$ cat config.mk
export PLATFORM = sky130hd
export DESIGN_NAME = ps2_keyboard_slave
export DESIGN_NICKNAME = d
export VERILOG_FILES = /design/src/rtl/kbd_pkg.sv /design/src/rtl/ps2_rx.sv /design/src/rtl/ps2_keyboard_slave.sv
export SDC_FILE = /design/constraint.sdc
export NUM_CORES = 1
export LEC_CHECK = 0
export ABC_CLOCK_PERIOD_IN_PS = 2600
export CORE_MARGIN = 2
export CORE_UTILIZATION = 45
export DETAILED_ROUTE_END_ITERATION = 10
export PLACE_DENSITY = 0.71
export SLEW_MARGIN = 20
export SYNTH_ARGS = -nofsm -noshare
export SYNTH_HDL_FRONTEND = slang
export SYNTH_SLANG_ARGS = --single-unit
$ cat constraint.sdc
create_clock -name clk -period 2.6 [get_ports clk]
set_input_delay 0.65 -clock clk [delete_from_list [all_inputs] [get_ports clk]]
set_output_delay 0.65 -clock clk [all_outputs]
set_load 0.02 [all_outputs]
$ cat src/rtl/kbd_pkg.sv
// Shared constants for the PS/2 keyboard slave: bus geometry, register map,
// STATUS bit layout and PS/2 frame shape.
package kbd_pkg;
    localparam int KBD_XLEN        = 32;
    localparam int KBD_SLAVE_WIDTH = 4;

    localparam logic [2:0] KBD_DATA   = 3'h0;
    localparam logic [2:0] KBD_STATUS = 3'h4;

    localparam int ST_NONEMPTY  = 0;
    localparam int ST_OVERFLOW  = 1;
    localparam int ST_PARERR    = 2;
    localparam int ST_COUNT_LSB = 4;

    localparam int         PS2_FRAME_LEN = 11;
    localparam logic [3:0] PS2_PAR_BIT   = 4'(PS2_FRAME_LEN - 2);
    localparam logic [3:0] PS2_STOP_BIT  = 4'(PS2_FRAME_LEN - 1);

    // Odd parity: data ones plus parity bit must total an odd number.
    function automatic logic odd_parity_ok(input logic [7:0] d, input logic p);
        return (^d) ^ p;
    endfunction
endpackage

$ cat src/rtl/ps2_rx.sv
// PS/2 line synchroniser and 11-bit frame shifter. Emits a one-cycle done
// pulse at the stop bit together with stop/parity status and the data byte.
module ps2_rx
    import kbd_pkg::*;
(
    input  logic       clk,
    input  logic       rst,
    input  logic       ps2_clk,
    input  logic       ps2_data,
    output logic [7:0] rx_byte,
    output logic       rx_done,
    output logic       rx_stop_ok,
    output logic       rx_par_ok,
    output logic [3:0] bitcnt
);
    logic [2:0] clk_sync;
    logic [2:0] dat_sync;
    logic       fall;
    logic       bit_in;
    logic [7:0] shift;
    logic       par_bit;

    // Sync chains idle high so reset never looks like a falling edge.
    always_ff @(posedge clk or negedge rst) begin
        if (!rst) begin
            clk_sync <= 3'b111;
            dat_sync <= 3'b111;
        end else begin
            clk_sync <= {clk_sync[1:0], ps2_clk};
            dat_sync <= {dat_sync[1:0], ps2_data};
        end
    end

    assign fall   = (clk_sync[2:1] == 2'b10);
    assign bit_in = dat_sync[1];

    always_ff @(posedge clk or negedge rst) begin
        if (!rst) begin
            bitcnt     <= 4'd0;
            shift      <= 8'd0;
            par_bit    <= 1'b0;
            rx_byte    <= 8'd0;
            rx_done    <= 1'b0;
            rx_stop_ok <= 1'b0;
            rx_par_ok  <= 1'b0;
        end else begin
            rx_done <= 1'b0;
            if (fall) begin
                if (bitcnt == 4'd0) begin
                    if (!bit_in) bitcnt <= 4'd1;
                end else if (bitcnt == PS2_STOP_BIT) begin
                    bitcnt     <= 4'd0;
                    rx_done    <= 1'b1;
                    rx_stop_ok <= bit_in;
                    rx_byte    <= shift;
                    rx_par_ok  <= odd_parity_ok(shift, par_bit);
                end else if (bitcnt == PS2_PAR_BIT) begin
                    par_bit <= bit_in;
                    bitcnt  <= bitcnt + 4'd1;
                end else begin
                    shift  <= {bit_in, shift[7:1]};
                    bitcnt <= bitcnt + 4'd1;
                end
            end
        end
    end
endmodule

$ cat src/rtl/ps2_keyboard_slave.sv
// PS/2 keyboard bus slave: scan-code FIFO, DATA/STATUS registers, 1-cycle
// ready handshake. Define KBD_PARITY_CHECK_EN to drop bad-parity frames.
module ps2_keyboard_slave
    import kbd_pkg::*;
#(
    parameter int XLEN        = KBD_XLEN,
    parameter int SLAVE_WIDTH = KBD_SLAVE_WIDTH,
    parameter int FIFO_DEPTH  = 16
) (
    input  logic                        clk,
    input  logic                        rst,
    input  logic                        ps2_clk,
    input  logic                        ps2_data,
    input  logic                        slave_req,
    input  logic                        slave_wen,
    input  logic [XLEN-SLAVE_WIDTH-1:0] slave_addr,
    input  logic [2:0]                  slave_mode,
    input  logic [XLEN-1:0]             slave_dat_i,
    output logic [XLEN-1:0]             slave_dat_o,
    output logic                        slave_ready,
    output logic                        overflow_o,
    output logic [7:0]                  keycode_o,
    output logic [3:0]                  state_o
);
    localparam int         PW    = $clog2(FIFO_DEPTH);
    localparam logic [PW:0] DEPTH = (PW+1)'(FIFO_DEPTH);

    logic [7:0] rx_byte;
    logic       rx_done, rx_stop_ok, rx_par_ok;

    ps2_rx u_rx (
        .clk        (clk),
        .rst        (rst),
        .ps2_clk    (ps2_clk),
        .ps2_data   (ps2_data),
        .rx_byte    (rx_byte),
        .rx_done    (rx_done),
        .rx_stop_ok (rx_stop_ok),
        .rx_par_ok  (rx_par_ok),
        .bitcnt     (state_o)
    );

    logic [7:0]      mem [FIFO_DEPTH];
    logic [PW-1:0]   rd_ptr, wr_ptr;
    logic [PW:0]     count;
    logic            empty, full, frame_ok, push, pop;
    logic            accept, is_data, is_status, wr_status;
    logic [2:0]      reg_off;
    logic [XLEN-1:0] status_word, rd_word;

    assign accept    = slave_req & ~slave_ready;
    assign reg_off   = {slave_addr[2], 2'b00};
    assign is_data   = (reg_off == KBD_DATA);
    assign is_status = (reg_off == KBD_STATUS);
    assign wr_status = accept & slave_wen & is_status;

    assign empty = (count == '0);
    assign full  = (count == DEPTH);
    assign pop   = accept & ~slave_wen & is_data & ~empty;
    // Pop frees a slot in the same cycle, so full+pop+push still lands.
    assign push  = frame_ok & (~full | pop);

`ifdef KBD_PARITY_CHECK_EN
    logic par_err;
    assign frame_ok = rx_done & rx_stop_ok & rx_par_ok;

    always_ff @(posedge clk or negedge rst) begin
        if (!rst)                        par_err <= 1'b0;
        else if (rx_done & ~rx_par_ok)   par_err <= 1'b1;
        else if (wr_status)              par_err <= 1'b0;
    end
`else
    assign frame_ok = rx_done & rx_stop_ok;
`endif

    always_comb begin
        status_word                    = '0;
        status_word[ST_COUNT_LSB +: 8] = 8'(count);
        status_word[ST_OVERFLOW]       = overflow_o;
        status_word[ST_NONEMPTY]       = ~empty;
`ifdef KBD_PARITY_CHECK_EN
        status_word[ST_PARERR]         = par_err;
`endif
    end

    always_comb begin
        rd_word = '0;
        if (is_status)   rd_word = status_word;
        else if (!empty) rd_word = XLEN'(mem[rd_ptr]);
    end

    always_ff @(posedge clk) begin
        if (push) mem[wr_ptr] <= rx_byte;
    end

    always_ff @(posedge clk or negedge rst) begin
        if (!rst) begin
            rd_ptr     <= '0;
            wr_ptr     <= '0;
            count      <= '0;
            overflow_o <= 1'b0;
            keycode_o  <= 8'd0;
        end else begin
            if (pop)  rd_ptr <= rd_ptr + PW'(1);
            if (push) wr_ptr <= wr_ptr + PW'(1);
            if (push & ~pop)      count <= count + (PW+1)'(1);
            else if (pop & ~push) count <= count - (PW+1)'(1);
            if (frame_ok) keycode_o <= rx_byte;
            if (frame_ok & full & ~pop) overflow_o <= 1'b1;
            else if (wr_status)         overflow_o <= 1'b0;
        end
    end

    always_ff @(posedge clk or negedge rst) begin
        if (!rst) begin
            slave_ready <= 1'b0;
            slave_dat_o <= '0;
        end else begin
            slave_ready <= accept;
            if (accept) slave_dat_o <= slave_wen ? '0 : rd_word;
        end
    end

    logic unused_bits;
`ifdef KBD_PARITY_CHECK_EN
    assign unused_bits = ^{slave_mode, slave_dat_i, slave_addr[XLEN-SLAVE_WIDTH-1:3],
                           slave_addr[1:0]};
`else
    assign unused_bits = ^{slave_mode, slave_dat_i, slave_addr[XLEN-SLAVE_WIDTH-1:3],
                           slave_addr[1:0], rx_par_ok};
`endif
endmodule

# == After elaboration in Yosys (flattened, before gate mapping) ==
# Memory sizes are Yosys's and may differ from the RTL's.
# Index checks and enable logic that the tools add are counted.
# Widths: inputs -> output; s select.
# totals
mem_bits_rw,128
wordCells,70
output_inout_bits,46
memories,1
input_bits,69
ff_bits,82
# classes
bitwise,22
n_reduce_logical,8
muxes,15
n_addsub,5
n_eq_ne,5
# mem_list
memory,words,word_bits,read_ports,rd_clocked_by_memory_dff,wr,line,rtl
mem,16,8,1,0,1,ps2_keyboard_slave.sv:43,logic [7:0] mem [FIFO_DEPTH];
# op_table
cell,n
$mux 32,2
$add 4x1->4 const B,3
$and 1x1->1,12
$mux 4,3
$mux 5,2
$not 1->1,9
$eq 4x4->1 const B,2
$mux 8,1
$mux 1,7
$add 5x1->5 const B,1
$eq 5x5->1 const B,1
$logic_not 5->1,1
$sub 5x1->5 const B,1
$logic_not 4->1,1
$reduce_and 4->1,1
$reduce_bool 2->1,2
$logic_not 3->1,1
$reduce_and 3->1,1
$eq 2x2->1 const B,1
$ne 2x2->1 const B,1
$reduce_and 2->1,1
$or 1x1->1,1

# == Depth between registers and ports, before layout ==
# Gate-level depths: netlist of run 1.
# logic_depth
word_depth,11
depth_mapped,11
mapped_depth_nobuf,10

# == Hierarchy ==
# A second synthesis of run 1 with hierarchy kept.
# hier_totals
hier_cells,449
area_unflattened_um2,7923.8
# by_module_without_submodules
mod,seq_area_each_um2,cells_per_inst,area_per_inst_um2,instances
ps2_keyboard_slave,4644.5,362,6637.6,1
ps2_rx,732.0,87,1286.2,1

# == Worst setup path after synthesis of run 1 ==
# OpenSTA, ideal clock, no wires.
# synth_path
path_type,register -> register
startpoint,reg count[0]
endpoint,reg count[4]
path_slack_ps,-275
stages_incl_launch_ff,12
synth_period_minus_slack_ps,2875
required_time_ps,2520
n_path_buf,2
t_arrival_ps,2795
setup_time_ps,80
cell_sequence,dfrtp_1 -> or4_1 -> buf_2 -> o311a_1 -> buf_6 -> ha_1 -> inv_1 -> ha_1 -> a21o_1 -> a21oi_1 -> mux2i_1 -> xnor2_1
# synth_via
elab_chain_cells,8
elab_cells_between_ends,16
classes_between,add/sub: 2; eq/ne: 1; mux: 2; bitwise: 9; reduce/logical: 2
# synth_lines
item,line,rtl
"start, declared",ps2_keyboard_slave.sv:45,logic [PW:0] count;
"start signal, assigned",ps2_keyboard_slave.sv:106,if (push & ~pop) count <= count + (PW+1)'(1);
"start signal, assigned",ps2_keyboard_slave.sv:107,else if (pop & ~push) count <= count - (PW+1)'(1);
$logic_not 5->1,ps2_keyboard_slave.sv:57,assign empty = (count == '0);
$not 1->1,ps2_keyboard_slave.sv:59,assign pop = accept & ~slave_wen & is_data & ~empty;
$and 1x1->1,ps2_keyboard_slave.sv:59,
$or 1x1->1 (*),ps2_keyboard_slave.sv:61,assign push = frame_ok & (~full | pop);
$and 1x1->1 (*),ps2_keyboard_slave.sv:61,
via push,ps2_keyboard_slave.sv:46,"logic empty, full, frame_ok, push, pop;"
$not 1->1,ps2_keyboard_slave.sv:107,
$and 1x1->1,ps2_keyboard_slave.sv:107,
$reduce_bool 2->1 (no source line),n/a,
# Mark *: on every way through the listed nets, which the timed path passes. The rest lies on a longest branch. The select of a mux whose other input is x is not followed.
# A chain may end at the register's enable or synchronous reset.

# == Final worst setup path of run 1 ==
# layout_path
startpoint,reg count[0]
endpoint,reg count[4]
# layout_via
elab_chain_cells,8
elab_cells_between_ends,16
classes_between,add/sub: 2; eq/ne: 1; mux: 2; bitwise: 9; reduce/logical: 2
# layout_lines
item,line
$logic_not 5->1,ps2_keyboard_slave.sv:57
$not 1->1,ps2_keyboard_slave.sv:59
$and 1x1->1,ps2_keyboard_slave.sv:59
$or 1x1->1,ps2_keyboard_slave.sv:61
$and 1x1->1,ps2_keyboard_slave.sv:61
$not 1->1,ps2_keyboard_slave.sv:107
$and 1x1->1,ps2_keyboard_slave.sv:107
$reduce_bool 2->1 (no source line),n/a
# Parallel ways exist; a longest one is shown, timed or not. The select of a mux whose other input is x is not followed.

==> results.md, run 1 <==
- Num Clock Sinks: 187
- Initial antenna violation count: 0
- Worst path required time: 2.94 ns
- First DRT Iteration DRCs: 313
- Final WL: 14100 um
- Die area: 0.0181 mm^2
- Detailed Place HPWL: 9360 um
- Min Clock Period, post-route: 2.59 ns
- Gpl congestion: 0.755
- Clock Tree Root: clkbuf_16
- Global-route wire length before repair: 22700 um
- Seq cells post-synth: 187
- DRT antenna net count: 0
- GR Util All Layers: 16.9%
- Dpl cells: 706
- RR Startpoint: count[0]
- Residual DRC count: 0
- Die height: 135 um
- Die X: 135 um
- Setup WS post-layout: 0.00706 ns
- Clock Path Buffers: 2
- Most frequent cells in the layout: edfxtp_1 (128), dfrtp_1 (53), mux4_2 (31), buf_4 (30)
- Crit share post-route: 99.7%
- RSZ-0062 raised after global routing: true
- Post-Place Setup Slack: -0.534 ns
- Ports: 115
- Worst setup path class: reg -> reg
- Max-Slew Margin vs Limit: 59.2%
- Post-DR vias/cell: 5.35
- CP Capture Type: flop
- Post-synth EDFFs: 128
- Fin. Hold Viols: 0
- PwrDens: 862 mW/mm^2
- Initial Util: 46.1%
- Type of the most critical hold path: in -> async
- Max-Cap Viols: 0
- Number of global-route vias before repair: 4124
- Worst Path Arrival: 2.94 ns
- CTS tree: done
- Core area: 0.0166 mm^2
- Crit-path max FO: 5
- Share of layout cells above drive strength 1: 29.8%
- Final setup fails: 0
- Max Fclk: 386 MHz
- Leak Pwr: 0.00340 uW
- Crit start category: flop
- Row Count: 47
- PnR Total Power: 7940 uW
- Synthesized area: 0.00766 mm^2
- Worst setup path startpoint: count[0]
- DR WL/cell: 19.0 um
- Post-synth ARST share: 31.6%
- Clk Latency, worst-skew pair: 0.43 ns
- Avg Cell Area, Syn: 17.6 um^2
- CTS H-tree depth: 4
- Largest net degree at the start of global routing: 60
- Tightest Pin Transition: 0.612 ns
- Vias: 3961
- Max Slew Vio Count: 0
- Worst VDD drop: 566 uV
- Area growth from synthesis to layout: 20.2%
- Synth Instances: 436
- Hold-fix buffers, CTS: 0
- Port buffer count: 29
- Outcome: complete, no violations
- Number of diodes: 0
- Total grt overflow: 0
- Synth warn: 0
- Main synth FF type: edfxtp_1
- Clock-pin slew on the worst setup and hold paths: 0.06 ns
- Setup TNS: 0 ns
- Commonest non-fill, non-tap cell in the layout: edfxtp_1
- Synth cell types: 49
- Post-route insts no fill: 741
- Setup clock skew after layout: 0.0178 ns
- CTS Buf Count: 17
- Post-synthesis sequential area ratio: 69.5%
- Final layout net count: 587
- DRT Pass-1 Iters: 5
[critical path: stages (launching register included)]
cell and delay, ns:
dfrtp_1 0.37, or4_4 0.56, o311a_4 0.39, ha_4 0.17, inv_4 0.07, buf_6 0.10
ha_4 0.19, a21o_1 0.16, a21oi_2 0.13, mux2i_1 0.23, xnor2_1 0.14
[per-stage QoR]
stage               utilization [%]  cell area [um^2]  hold slack [ns]
global placement               51.7              8600            0.347
CTS                            55.3              9210            0.224
global route                   55.4              9220            0.233
detailed placement             51.7              8600            0.347
finish                         55.4              9220            0.202
floorplan                         -              7800            0.345
[logic make-up (layout without fill, tap and decap cells)]
| family | after synthesis | count (layout) | share of synthesized area (%) |
|---|---|---|---|
| flip-flops | 187 | 187 | 69.5 |
| AND/OR/NAND/NOR | 59 | 59 | 4.46 |
| adder cells (fa/ha/maj) | 10 | 10 | 1.73 |
| XOR/XNOR | 11 | 11 | 1.26 |
| other | 1 | 23 | 0.0489 |
| AO/OA/AOI/OAI | 36 | 36 | 3.56 |
| buffers and inverters | 56 | 119 | 4.05 |
| multiplexers | 76 | 76 | 15.4 |
[registers in the layout (all words and copies together) (netlist names)]
register,cells
u_rx.shift,8
rd_ptr,4
count,5
u_rx.rx_byte,8
keycode_o,8
u_rx.clk_sync,3
slave_dat_o,9
mem,128
u_rx.rx_stop_ok,1
slave_ready,1
u_rx.rx_done,1
u_rx.bitcnt,4
wr_ptr,4
overflow_o,1
u_rx.dat_sync,2
[layer usage]
layer  vias up  wire [um]  GRT usage [%]
met5         -          0              0
met4         0        241           5.26
met3        21        786           4.17
met2       134       7230           28.5
met1      2039       5850           21.9
li1       1767          -              -
[synth_stat cells (3+ instances only)]
library cell,number,area (um^2)
edfxtp_1,128,3840
dfrtp_1,54,1350
mux4_2,31,698
mux2_2,26,293
buf_4,23,173
mux2i_1,19,190
nand2_1,18,67.6
and2_1,12,75.1
clkbuf_1,12,45.0
inv_1,12,45.0
ha_1,9,113
xnor2_1,9,78.8
nor2_1,7,26.3
o21ai_0,7,35.0
a221o_1,5,50.1
buf_2,5,25.0
dfstp_2,5,131
o22ai_1,5,31.3
a21oi_1,4,20.0
buf_1,3,11.3
nand2b_1,3,18.8
o221ai_1,3,26.3
[area by class of cell]
cell class	instances	area, um^2
fillers	1262	7430
flip-flops and latches	187	5330
multi-input cells	215	2170
repair buffers	75	823
clock buffers	21	482
well taps	220	275
clock inverters	11	90.1
inverters	12	47.5
[power breakdown]
| group | leakage (uW) | total, uW | internal [uW] | switching, uW |
|---|---|---|---|---|
| clock | 0.000284 | 2470 | 1420 | 1050 |
| combinational | 0.00119 | 1350 | 720 | 627 |
| sequential | 0.00192 | 4120 | 3650 | 470 |
[path summary, 6_finish.rpt]
path,cells past startpoint,slack (ns),end
setup / recovery,10,0.007,count[4]
hold / removal,2,0.20,slave_ready
setup reg to reg,10,0.007,count[4]
hold reg to reg,0,0.36,u_rx.dat_sync[1]
max in group asynchronous,2,2.03,u_rx.clk_sync[2]
min in group clk,0,0.36,u_rx.dat_sync[1]
[repair_timing]
item | in CTS | in global routing
endpoints found under the setup margin | 2 | 28
pin swaps | 3 | 5
gates resized for setup | 4 | 3
buffers inserted | 2 | 1
Power figures use the tool's default switching activity.
==> run 2: changes to the inputs <==
--- a/config.mk
+++ b/config.mk
@@ -6,6 +6,7 @@
 export NUM_CORES = 1
 export LEC_CHECK = 0
 export ABC_CLOCK_PERIOD_IN_PS = 2600
+export CAP_MARGIN = 20
 export CORE_MARGIN = 2
 export CORE_UTILIZATION = 45
 export DETAILED_ROUTE_END_ITERATION = 10
==> results of run 2 <==
Same layout as run 1: the final DEF is identical, and so are final timing and power.
